### src/rtl/ascii_num_parser_if.sv
// Character-stream in / signed-result out handshake bundle for ascii_num_parser.
// slave = parser side, master = producer/consumer side.
interface ascii_num_parser_if #(
    parameter int DATA_WIDTH = 32
);
    logic                         clear;
    logic                         start;
    logic                         hex_mode;
    logic [7:0]                   char_in;
    logic                         char_valid;
    logic                         char_ready;
    logic                         num_end;
    logic signed [DATA_WIDTH-1:0] result;
    logic                         result_valid;
    logic                         result_ready;
    logic                         err;
    logic                         overflow;

    modport slave (
        input  clear, start, hex_mode, char_in, char_valid, num_end, result_ready,
        output char_ready, result, result_valid, err, overflow
    );

    modport master (
        output clear, start, hex_mode, char_in, char_valid, num_end, result_ready,
        input  char_ready, result, result_valid, err, overflow
    );
endinterface

### src/rtl/ascii_num_parser.sv
// ascii_num_parser: ASCII decimal/hex digits -> signed DATA_WIDTH value; result_valid rises 1 cycle after num_end.
// char_ready drops while a result waits for result_ready; define ASCII_NUM_SAT_EN for saturation + overflow flag.
module ascii_num_parser #(
    parameter int DATA_WIDTH = 32,
    parameter int MAX_DIGITS = 10
) (
    input  logic              clk,
    input  logic              rst_n,
    ascii_num_parser_if.slave bus
);
    localparam int AW = DATA_WIDTH + 5;
    localparam int CW = $clog2(MAX_DIGITS + 1);

    typedef enum logic [1:0] {
        IDLE  = 2'd0,
        ACCUM = 2'd1,
        HOLD  = 2'd2
    } state_t;

    typedef struct packed {
        logic [AW-1:0] acc;
        logic          sign;
        logic          first;
        logic [CW-1:0] cnt;
        logic          err;
    } num_t;

    state_t                state;
    state_t                state_nxt;
    num_t                  cur;
    num_t                  base;
    num_t                  nxt;
    logic                  char_rdy;
    logic                  hex_q;
    logic                  hex_cur;
    logic                  take;
    logic                  end_now;
    logic                  is_digit;
    logic                  dig_ok;
    logic [3:0]            dig_val;
    logic [AW-1:0]         prod;
    logic [DATA_WIDTH-1:0] acc_lo;
    logic [DATA_WIDTH-1:0] res_nxt;
    logic [DATA_WIDTH-1:0] result_q;
    logic                  result_valid_q;
    logic                  err_q;

    // ---------------- FSM ----------------
    always_ff @(posedge clk or negedge rst_n) begin
        if (!rst_n) begin
            state <= IDLE;
        end else begin
            state <= state_nxt;
        end
    end

    always_comb begin
        state_nxt = state;
        char_rdy  = 1'b1;
        case (state)
            IDLE: begin
                // start together with num_end closes an empty/one-char number immediately
                if (bus.start) begin
                    state_nxt = bus.num_end ? HOLD : ACCUM;
                end
            end
            ACCUM: begin
                if (bus.num_end) begin
                    state_nxt = HOLD;
                end
            end
            HOLD: begin
                char_rdy = 1'b0;
                if (result_valid_q && bus.result_ready) begin
                    state_nxt = IDLE;
                end
            end
            default: begin
                state_nxt = IDLE;
            end
        endcase
        if (bus.clear) begin
            state_nxt = IDLE;
        end
    end

    // ---------------- character decode ----------------
    assign hex_cur = (state == IDLE) ? bus.hex_mode : hex_q;
    assign take    = bus.char_valid && ((state == ACCUM) || ((state == IDLE) && bus.start));
    assign end_now = bus.num_end    && ((state == ACCUM) || ((state == IDLE) && bus.start));

    always_comb begin
        is_digit = 1'b0;
        dig_val  = 4'd0;
        if (bus.char_in >= 8'h30 && bus.char_in <= 8'h39) begin
            is_digit = 1'b1;
            dig_val  = bus.char_in[3:0];
        end else if (hex_cur && ((bus.char_in >= 8'h61 && bus.char_in <= 8'h66) ||
                                 (bus.char_in >= 8'h41 && bus.char_in <= 8'h46))) begin
            is_digit = 1'b1;
            dig_val  = bus.char_in[3:0] + 4'd9;
        end
    end

    // ---------------- accumulate ----------------
    always_comb begin
        base = cur;
        if (state == IDLE) begin
            base       = '0;
            base.first = 1'b1;
        end
    end

    assign dig_ok = take && is_digit && (base.cnt < CW'(MAX_DIGITS));
    assign prod   = hex_cur ? ({base.acc[AW-5:0], 4'b0000} + AW'(dig_val))
                            : ((base.acc << 3) + (base.acc << 1) + AW'(dig_val));

    always_comb begin
        nxt = base;
        if (take) begin
            nxt.first = 1'b0;
            if (dig_ok) begin
                nxt.cnt = base.cnt + CW'(1);
                nxt.acc = prod;
            end else if (!is_digit && bus.char_in == 8'h2d && base.first) begin
                nxt.sign = 1'b1;
            end else begin
                nxt.err = 1'b1;
            end
        end
    end

    assign acc_lo = nxt.acc[DATA_WIDTH-1:0];

`ifdef ASCII_NUM_SAT_EN
    localparam logic [AW-1:0] POS_LIM = {{6{1'b0}}, {(DATA_WIDTH-1){1'b1}}};
    localparam logic [AW-1:0] NEG_LIM = {{5{1'b0}}, 1'b1, {(DATA_WIDTH-1){1'b0}}};

    logic          ovf_cur;
    logic          ovf_nxt;
    logic          ovf_q;
    logic [AW-1:0] lim;

    // sign is fixed before any digit, so the limit is known when digits arrive
    assign lim = base.sign ? NEG_LIM : POS_LIM;

    always_comb begin
        ovf_nxt = (state == IDLE) ? 1'b0 : ovf_cur;
        if (dig_ok && (prod > lim)) begin
            ovf_nxt = 1'b1;
        end
    end

    always_comb begin
        res_nxt = nxt.sign ? -acc_lo : acc_lo;
        if (ovf_nxt) begin
            res_nxt = nxt.sign ? {1'b1, {(DATA_WIDTH-1){1'b0}}} : {1'b0, {(DATA_WIDTH-1){1'b1}}};
        end
    end

    always_ff @(posedge clk or negedge rst_n) begin
        if (!rst_n) begin
            ovf_cur <= 1'b0;
            ovf_q   <= 1'b0;
        end else if (bus.clear) begin
            ovf_cur <= 1'b0;
            ovf_q   <= 1'b0;
        end else begin
            if (state != HOLD) begin
                ovf_cur <= ovf_nxt;
            end
            if (end_now) begin
                ovf_q <= ovf_nxt;
            end
        end
    end

    assign bus.overflow = ovf_q;
`else
    always_comb begin
        res_nxt = nxt.sign ? -acc_lo : acc_lo;
    end

    assign bus.overflow = 1'b0;
`endif

    // ---------------- state / result registers ----------------
    always_ff @(posedge clk or negedge rst_n) begin
        if (!rst_n) begin
            cur            <= '0;
            hex_q          <= 1'b0;
            result_q       <= '0;
            result_valid_q <= 1'b0;
            err_q          <= 1'b0;
        end else if (bus.clear) begin
            cur            <= '0;
            hex_q          <= 1'b0;
            result_q       <= '0;
            result_valid_q <= 1'b0;
            err_q          <= 1'b0;
        end else begin
            if (state != HOLD) begin
                cur <= nxt;
            end
            if ((state == IDLE) && bus.start) begin
                hex_q <= bus.hex_mode;
            end
            if (end_now) begin
                result_q       <= res_nxt;
                result_valid_q <= 1'b1;
                err_q          <= nxt.err | (nxt.cnt == '0);
            end else if ((state == HOLD) && result_valid_q && bus.result_ready) begin
                result_valid_q <= 1'b0;
            end
        end
    end

    assign bus.char_ready   = char_rdy;
    assign bus.result       = result_q;
    assign bus.result_valid = result_valid_q;
    assign bus.err          = err_q;
endmodule
### src/flat_wrapper.sv
// flat-port wrapper written by rule: the top's interface ports become plain ports
module ascii_num_parser_flat 
#(
    parameter int DATA_WIDTH = 32,
    parameter int MAX_DIGITS = 10
)
  (clk, rst_n, bus_clear, bus_start, bus_hex_mode, bus_char_in, bus_char_valid, bus_num_end, bus_result_ready, bus_char_ready, bus_result, bus_result_valid, bus_err, bus_overflow);
  ascii_num_parser_if #(.DATA_WIDTH(DATA_WIDTH)) bus_i ();
  input  logic clk;
  input  logic rst_n;
  input wire logic [$bits(bus_i.clear)-1:0] bus_clear;
  input wire logic [$bits(bus_i.start)-1:0] bus_start;
  input wire logic [$bits(bus_i.hex_mode)-1:0] bus_hex_mode;
  input wire logic [$bits(bus_i.char_in)-1:0] bus_char_in;
  input wire logic [$bits(bus_i.char_valid)-1:0] bus_char_valid;
  input wire logic [$bits(bus_i.num_end)-1:0] bus_num_end;
  input wire logic [$bits(bus_i.result_ready)-1:0] bus_result_ready;
  output wire logic [$bits(bus_i.char_ready)-1:0] bus_char_ready;
  output wire logic [$bits(bus_i.result)-1:0] bus_result;
  output wire logic [$bits(bus_i.result_valid)-1:0] bus_result_valid;
  output wire logic [$bits(bus_i.err)-1:0] bus_err;
  output wire logic [$bits(bus_i.overflow)-1:0] bus_overflow;
  assign bus_i.clear = bus_clear;
  assign bus_i.start = bus_start;
  assign bus_i.hex_mode = bus_hex_mode;
  assign bus_i.char_in = bus_char_in;
  assign bus_i.char_valid = bus_char_valid;
  assign bus_i.num_end = bus_num_end;
  assign bus_i.result_ready = bus_result_ready;
  assign bus_char_ready = bus_i.char_ready;
  assign bus_result = bus_i.result;
  assign bus_result_valid = bus_i.result_valid;
  assign bus_err = bus_i.err;
  assign bus_overflow = bus_i.overflow;
  ascii_num_parser #(.DATA_WIDTH(DATA_WIDTH), .MAX_DIGITS(MAX_DIGITS)) u_core (.clk(clk), .rst_n(rst_n), .bus(bus_i));
endmodule
### config.mk
export PLATFORM = sky130hd
export DESIGN_NAME = ascii_num_parser_flat
export DESIGN_NICKNAME = d
export VERILOG_FILES = /design/src/rtl/ascii_num_parser_if.sv /design/src/rtl/ascii_num_parser.sv /design/src/flat_wrapper.sv
export SDC_FILE = /design/constraint.sdc
export NUM_CORES = 1
export LEC_CHECK = 0
export CAP_MARGIN = 15
export CORE_ASPECT_RATIO = 0.8
export CORE_MARGIN = 10
export CORE_UTILIZATION = 55
export DETAILED_ROUTE_END_ITERATION = 10
export PLACE_DENSITY_LB_ADDON = 0.3
export SETUP_SLACK_MARGIN = 0.4
export SLEW_MARGIN = 10
export SYNTH_ARGS = -nofsm -noshare
export SYNTH_HDL_FRONTEND = slang
export SYNTH_SLANG_ARGS = --single-unit
### constraint.sdc
create_clock -name clk -period 7 [get_ports clk]
set_input_delay 0.7 -clock clk [delete_from_list [all_inputs] [get_ports clk]]
set_output_delay 0.7 -clock clk [all_outputs]
set_load 0.02 [all_outputs]
# [Word level (Yosys, flattened, before mapping)]
# Index checks and enable logic that the tools add are counted.
[word_totals] latch_bits=0 mem_count=0 ff_bits=81 word_cells=88 ram_bits=0 inputBits=16 mem_bits_ro=0 output_inout_bits=36
[op_classes] multipliers=0 shift=0 reduce_logical=24 bitwise_logic=1 order_cmp=7 div_mod_pow=0 addsub=6 mux=33 eq_ne=7
[op_table] op="two-way mux 44 bit" count=4
[op_table] op="two-way mux 32 bit" count=3
[op_table] op="adder 37 x 4 -> 37 bit" count=2
[op_table] op="two-way mux 37 bit" count=2
[op_table] op="adder 37 bit" count=1
[op_table] op="negation 32 bit" count=1
[op_table] op="greater-or-equal comparator 8 x 7 -> 1 bit (second input constant)" count=2
[op_table] op="less-or-equal comparator 8 x 7 -> 1 bit (second input constant)" count=2
[op_table] op="two-way mux 1 bit" count=15
[op_table] op="logical AND 1 bit" count=14
[op_table] op="two-way mux 4 bit" count=3
[op_table] op="two-way mux 2 bit" count=5
[op_table] op="== test 8 x 6 -> 1 bit (second input constant)" count=1
[op_table] op="greater-or-equal comparator 8 x 6 -> 1 bit (second input constant)" count=1
[op_table] op="less-or-equal comparator 8 x 6 -> 1 bit (second input constant)" count=1
[op_table] op="inequality test 3 bit (second input constant)" count=2
[op_table] op="one-hot mux 2 bit (3 select lines)" count=1
[op_table] op="nonzero test 2 bit" count=3
[op_table] op="adder 4 x 1 -> 4 bit (second input constant)" count=1
[op_table] op="adder 4 bit (second input constant)" count=1
[op_table] op="zero test 4 bit" count=1
[op_table] op="less-than comparator 4 bit (second input constant)" count=1
[op_table] op="inequality test 3 x 2 -> 1 bit (second input constant)" count=1
[op_table] op="AND reduction 3 bit" count=1
[op_table] op="8 further kinds" count=9

# [Logic depth before layout (Yosys ltp)]
# Gate-level depths: netlist of the first run.
[logic_depth] ltp_word=16 ltp_mapped=22

# [Worst setup path before layout of the first run]
# No wires, ideal clock.
[synth_timing] kind="in2reg" startpoint="input bus_char_in[7]" endpoint="register u_core.result_q[23] (netlist: u_core.bus.result[23])" arrival_time_ns=5.156 path_slack_ns=1.723 required_ns=6.879 path_stages=18 cell_sequence="or4b_1 -> a21oi_2 -> a31oi_2 -> buf_6 -> nor2_1 -> fa_1 -> fa_1 -> a211oi_2 -> o21ba_2 -> o31ai_1 -> a2111oi_4 -> a32o_2 -> nand2_2 -> or3b_4 -> nor3_4 -> a31oi_1 -> xnor2_1 -> a32o_2"
[synth_between] elab_chain_len=15
[synth_lines] item="start, declared" line="flat_wrapper.sv:14" source="input wire logic [$bits(bus_i.char_in)-1:0] bus_char_in;"
[synth_lines] item="branches (longest 11 deep; another with adder 37 x 4 -> 37 bit)"
[synth_lines] item="two-way mux 44 bit *" line="ascii_num_parser.sv:120" source="if (take) begin"
[synth_lines] item="two-way mux 32 bit *" line="ascii_num_parser.sv:181" source="res_nxt = nxt.sign ? -acc_lo : acc_lo;"
[synth_lines] item="two-way mux 32 bit *" line="ascii_num_parser.sv:208" source="if (end_now) begin"
[synth_lines] item="two-way mux 32 bit *" line="ascii_num_parser.sv:195" source="end else if (bus.clear) begin"
[synth_lines] item="end signal, assigned" line="ascii_num_parser.sv:209" source="result_q <= res_nxt;"
[synth_lines] item="end, declared" line="ascii_num_parser.sv:44" source="logic [DATA_WIDTH-1:0] result_q;"
# Every way passes the cells marked *. The select of a mux whose other input is x is not followed.
# A chain may end at the register's enable or synchronous reset.

# [Worst setup path after layout of the first run]
[layout_timing] startpoint="input bus_char_in[0]" endpoint="register u_core.result_q[23] (netlist: u_core.bus.result[23])"
# Same word-level chain as after synthesis.

==> impl_metrics.json, run 1 <==
{
  "vias": 6497,
  "ys_seq_area_share_pct": 28.0,
  "dominantRegCellSynth": "dfrtp_1",
  "max_freq_ghz": 0.168,
  "grt_first_pass_wirelength_um": 31500,
  "wirelength_um": 18900,
  "yosysWarnings": 0,
  "core-area_sq_um": 12100,
  "dp.final_hpwl_um": 14100,
  "cts_sinks": 76,
  "overflow": 0,
  "finalSetupViolCount": 0,
  "gp_congestion": 0.957,
  "synth_fa_ha_area_share_pct": 12.4,
  "fin_crit_ps": 5950,
  "hold_ws_ps": 480,
  "yosys.area.top_type": "dfrtp_1",
  "post_drt_wl_per_cell_um": 18.8,
  "min_to": "u_core.bus.result[27]",
  "fin_nets": 930,
  "grt_max_degree": 77,
  "path_class": "in2reg",
  "cts_resized": 0,
  "muxShareOfSynthArea_pct": 1.79,
  "timing.setup.tns_ps": 0,
  "maxCapViolCount": 0,
  "hp-class": "reg2reg",
  "rows": 36,
  "maxSlewHeadroom_pct": 30.3,
  "clk_latency_ps": 340,
  "synthesis.area_sq_um": 6800,
  "antenna_found_initial": 0,
  "whs_path_depth": 2,
  "ys_seq_elements": 76,
  "numPortBuffers": 50,
  "drc": 0,
  "yosysUniqueCellTypes": 84,
  "reg2reg_slack_ps": 1450,
  "dieArea_sq_um": 17200,
  "crit_path_max_fanout": 6,
  "initialDrtViolationCount": 632,
  "fin_crit_sh_pct": 85.0,
  "yosys.area_share.simple_pct": 22.5,
  "drtAntennaViolNets": 0,
  "worst_setup_path_start_kind": "input pin",
  "htreeDepth": 3,
  "rsz0062_at_grt": "no",
  "drt_pass1_iterations": 5,
  "leakage_nw": 3.31,
  "post_cts_buffers": 0,
  "synth-compound-area-share_pct": 24.9,
  "reg2reg_depth": 15,
  "cts_hold_buf": 0,
  "num_io_pins": 52,
  "num-fill-cells": 1033,
  "async_reset_ff_share_pct": 100,
  "multi_input_area_sq_um": 4620,
  "worst_pin_slew_ps": 1020,
  "numCtsBuffers": 9,
  "synth-xor-area-share_pct": 6.31,
  "mostFrequentLayoutCell": "nand2_1",
  "min_from": "u_core.bus.result[27]",
  "vias_per_cell": 6.46,
  "netlist.area_leader.share_pct": 28.0,
  "grtUsageTotal_pct": 21.9,
  "critPathCaptureType": "flop",
  "synth_edf_count": 0,
  "cp.arrival_ps": 6180,
  "syn_nets": 915,
  "rr_startpoint": "u_core.state[0]",
  "die_y_um": 119,
  "slew_viol_final": 0,
  "drive_gt1_share_pct": 6.68,
  "cts_tree": "done",
  "clkTransAtPathRegs_ps": 60,
  "diodes": 0,
  "start_util_pct": 56.1,
  "area_delta_synth_final_pct": 11.4,
  "fp.dieW_um": 144,
  "yosys-top-cells-area": "dfrtp_1 28%, ha_1 12%, nand2_1 5.5%, a21oi_1 5.2%, o21ai_0 4.8%",
  "r2r_end": "u_core.bus.result[23]",
  "fin_skew_ps": 5.68,
  "report.final.hold_viol_count": 0,
  "layout_common_cells": "99 x nand2_1, 81 x nor2_1, 76 x dfrtp_1, 69 x a21oi_1, 65 x o21ai_0",
  "grt_pass1_vias": 6342,
  "cp_data_required_time_ps": 7230,
  "status": "finished, final reports clean",
  "synth_top_family_by_area": "compound AO/OA/AOI/OAI gates",
  "clk_path_buf_depth": 2,
  "syn_inst": 833,
  "ctsRootBufferMaster": "clkbuf_16",
  "ir_worst_vdd_v": 0.000131,
  "p_per_area_nw_per_um2": 130,
  "seqCellArea_sq_um": 1900,
  "syn_area_per_cell_sq_um": 8.16
}
-- worst max-delay path by stage --
| stage | start | endpoint | slack [ps] |
|---|---|---|---|
| floorplan | bus_char_in[7] | u_core.bus.result[23] | 1720 |
| global placement | bus_char_in[0] | u_core.bus.result[23] | 1000 |
| detailed placement | bus_char_in[0] | u_core.bus.result[23] | 790 |
| CTS | bus_char_in[0] | u_core.bus.result[23] | 1140 |
| global route | bus_char_in[0] | u_core.bus.result[24] | 730 |
| finish | bus_char_in[0] | u_core.bus.result[23] | 1050 |
-- metrics by stage --
step	cell area [sq um]	power, mW	cells	utilization, %	setup slack, ps
global placement	7300	0.564	988	60.3	998
CTS	7570	0.986	1004	62.5	1140
floorplan	6800	0.524	833	-	1720
detailed placement	7300	0.568	988	60.3	794
finish	7580	0.986	1005	62.5	1050
global route	7580	1.02	1005	62.5	729
-- synth_stat cells (3+ instances only) --
cell type,instances
a21oi_1,70
o21bai_1,5
a21o_1,11
and3_1,10
o21a_1,5
a41oi_1,4
nand3_1,24
nor3_1,10
o211ai_1,8
nor2_1,81
a211o_1,3
nand4_1,16
a31oi_1,13
dfrtp_1,76
o21ai_0,65
or3_1,3
a211oi_1,4
buf_2,7
o221ai_1,3
nor3b_1,4
mux2i_1,11
xor2_1,20
nor2b_1,4
a22oi_1,4
o21ai_1,14
inv_1,14
and2_1,31
a221o_1,3
nand2_1,99
o31ai_1,6
clkbuf_1,39
ha_1,64
xnor2_1,29
and4_1,4
-- layout make-up --
cell class                      instances  area share (%)
Inverter                               14           0.694
Timing Repair Buffer                   56            7.13
Clock buffer                           10            3.02
Clock inverter                          6           0.545
Tap cell                              152            2.51
Multi-Input combinational cell        691            61.0
Sequential cell                        76            25.1
-- state kept, by name (all words and copies together) (netlist names) --
| register | count |
|---|---|
| u_core.cur | 39 |
| u_core.hex_q | 1 |
| u_core.state | 2 |
| u_core.bus.result_valid | 1 |
| u_core.bus.result | 32 |
| u_core.bus.err | 1 |
-- per-layer routing --
metal  share of wire (%)  vias up  track usage (%)
li1                    -     3051                -
met1                  42     3110             27.7
met2                  49      280             36.4
met3                 6.4       56             3.93
met4                 2.8        0             8.13
met5                   0        -                0
-- report_power, final --
part           leakage, nW  internal, mW  switching (mW)  total, mW
combinational         2.13        0.0335          0.0784      0.112
clock                0.124         0.239           0.184      0.423
sequential            1.06         0.443         0.00740      0.451
total                 3.31         0.716           0.270      0.986
-- cells by family after synthesis --
logic type      count (synthesis)
mux                            12
flops                          76
fa+ha+maj                      66
other cells                     1
xor+xnor                       49
buf+inv                        66
simple gates                  310
compound gates                253
-- worst max-delay path: stages --
cell and delay (ps):
clkdlybuf4s50_1 590, inv_1 100, ha_1 240, nor2_1 90, a21oi_1 80, or3b_2 480, a21oi_1 160, ha_1 250
ha_1 240, fa_1 450, a211oi_2 360, o21ai_2 180, a41oi_4 350, xnor2_1 110, a221o_1 360, o32ai_1 170
nand4_1 300, nor3_4 350, a31oi_1 160, xnor2_1 170, a32o_2 270
No activity file was read; power rests on OpenSTA's default activity.
==> inputs of run 2 (changes only) <==
Settings changed: TNS_END_PERCENT set to 1.
==> results of run 2 <==
Same layout as run 1: the final DEF is identical, and so are final timing and power.
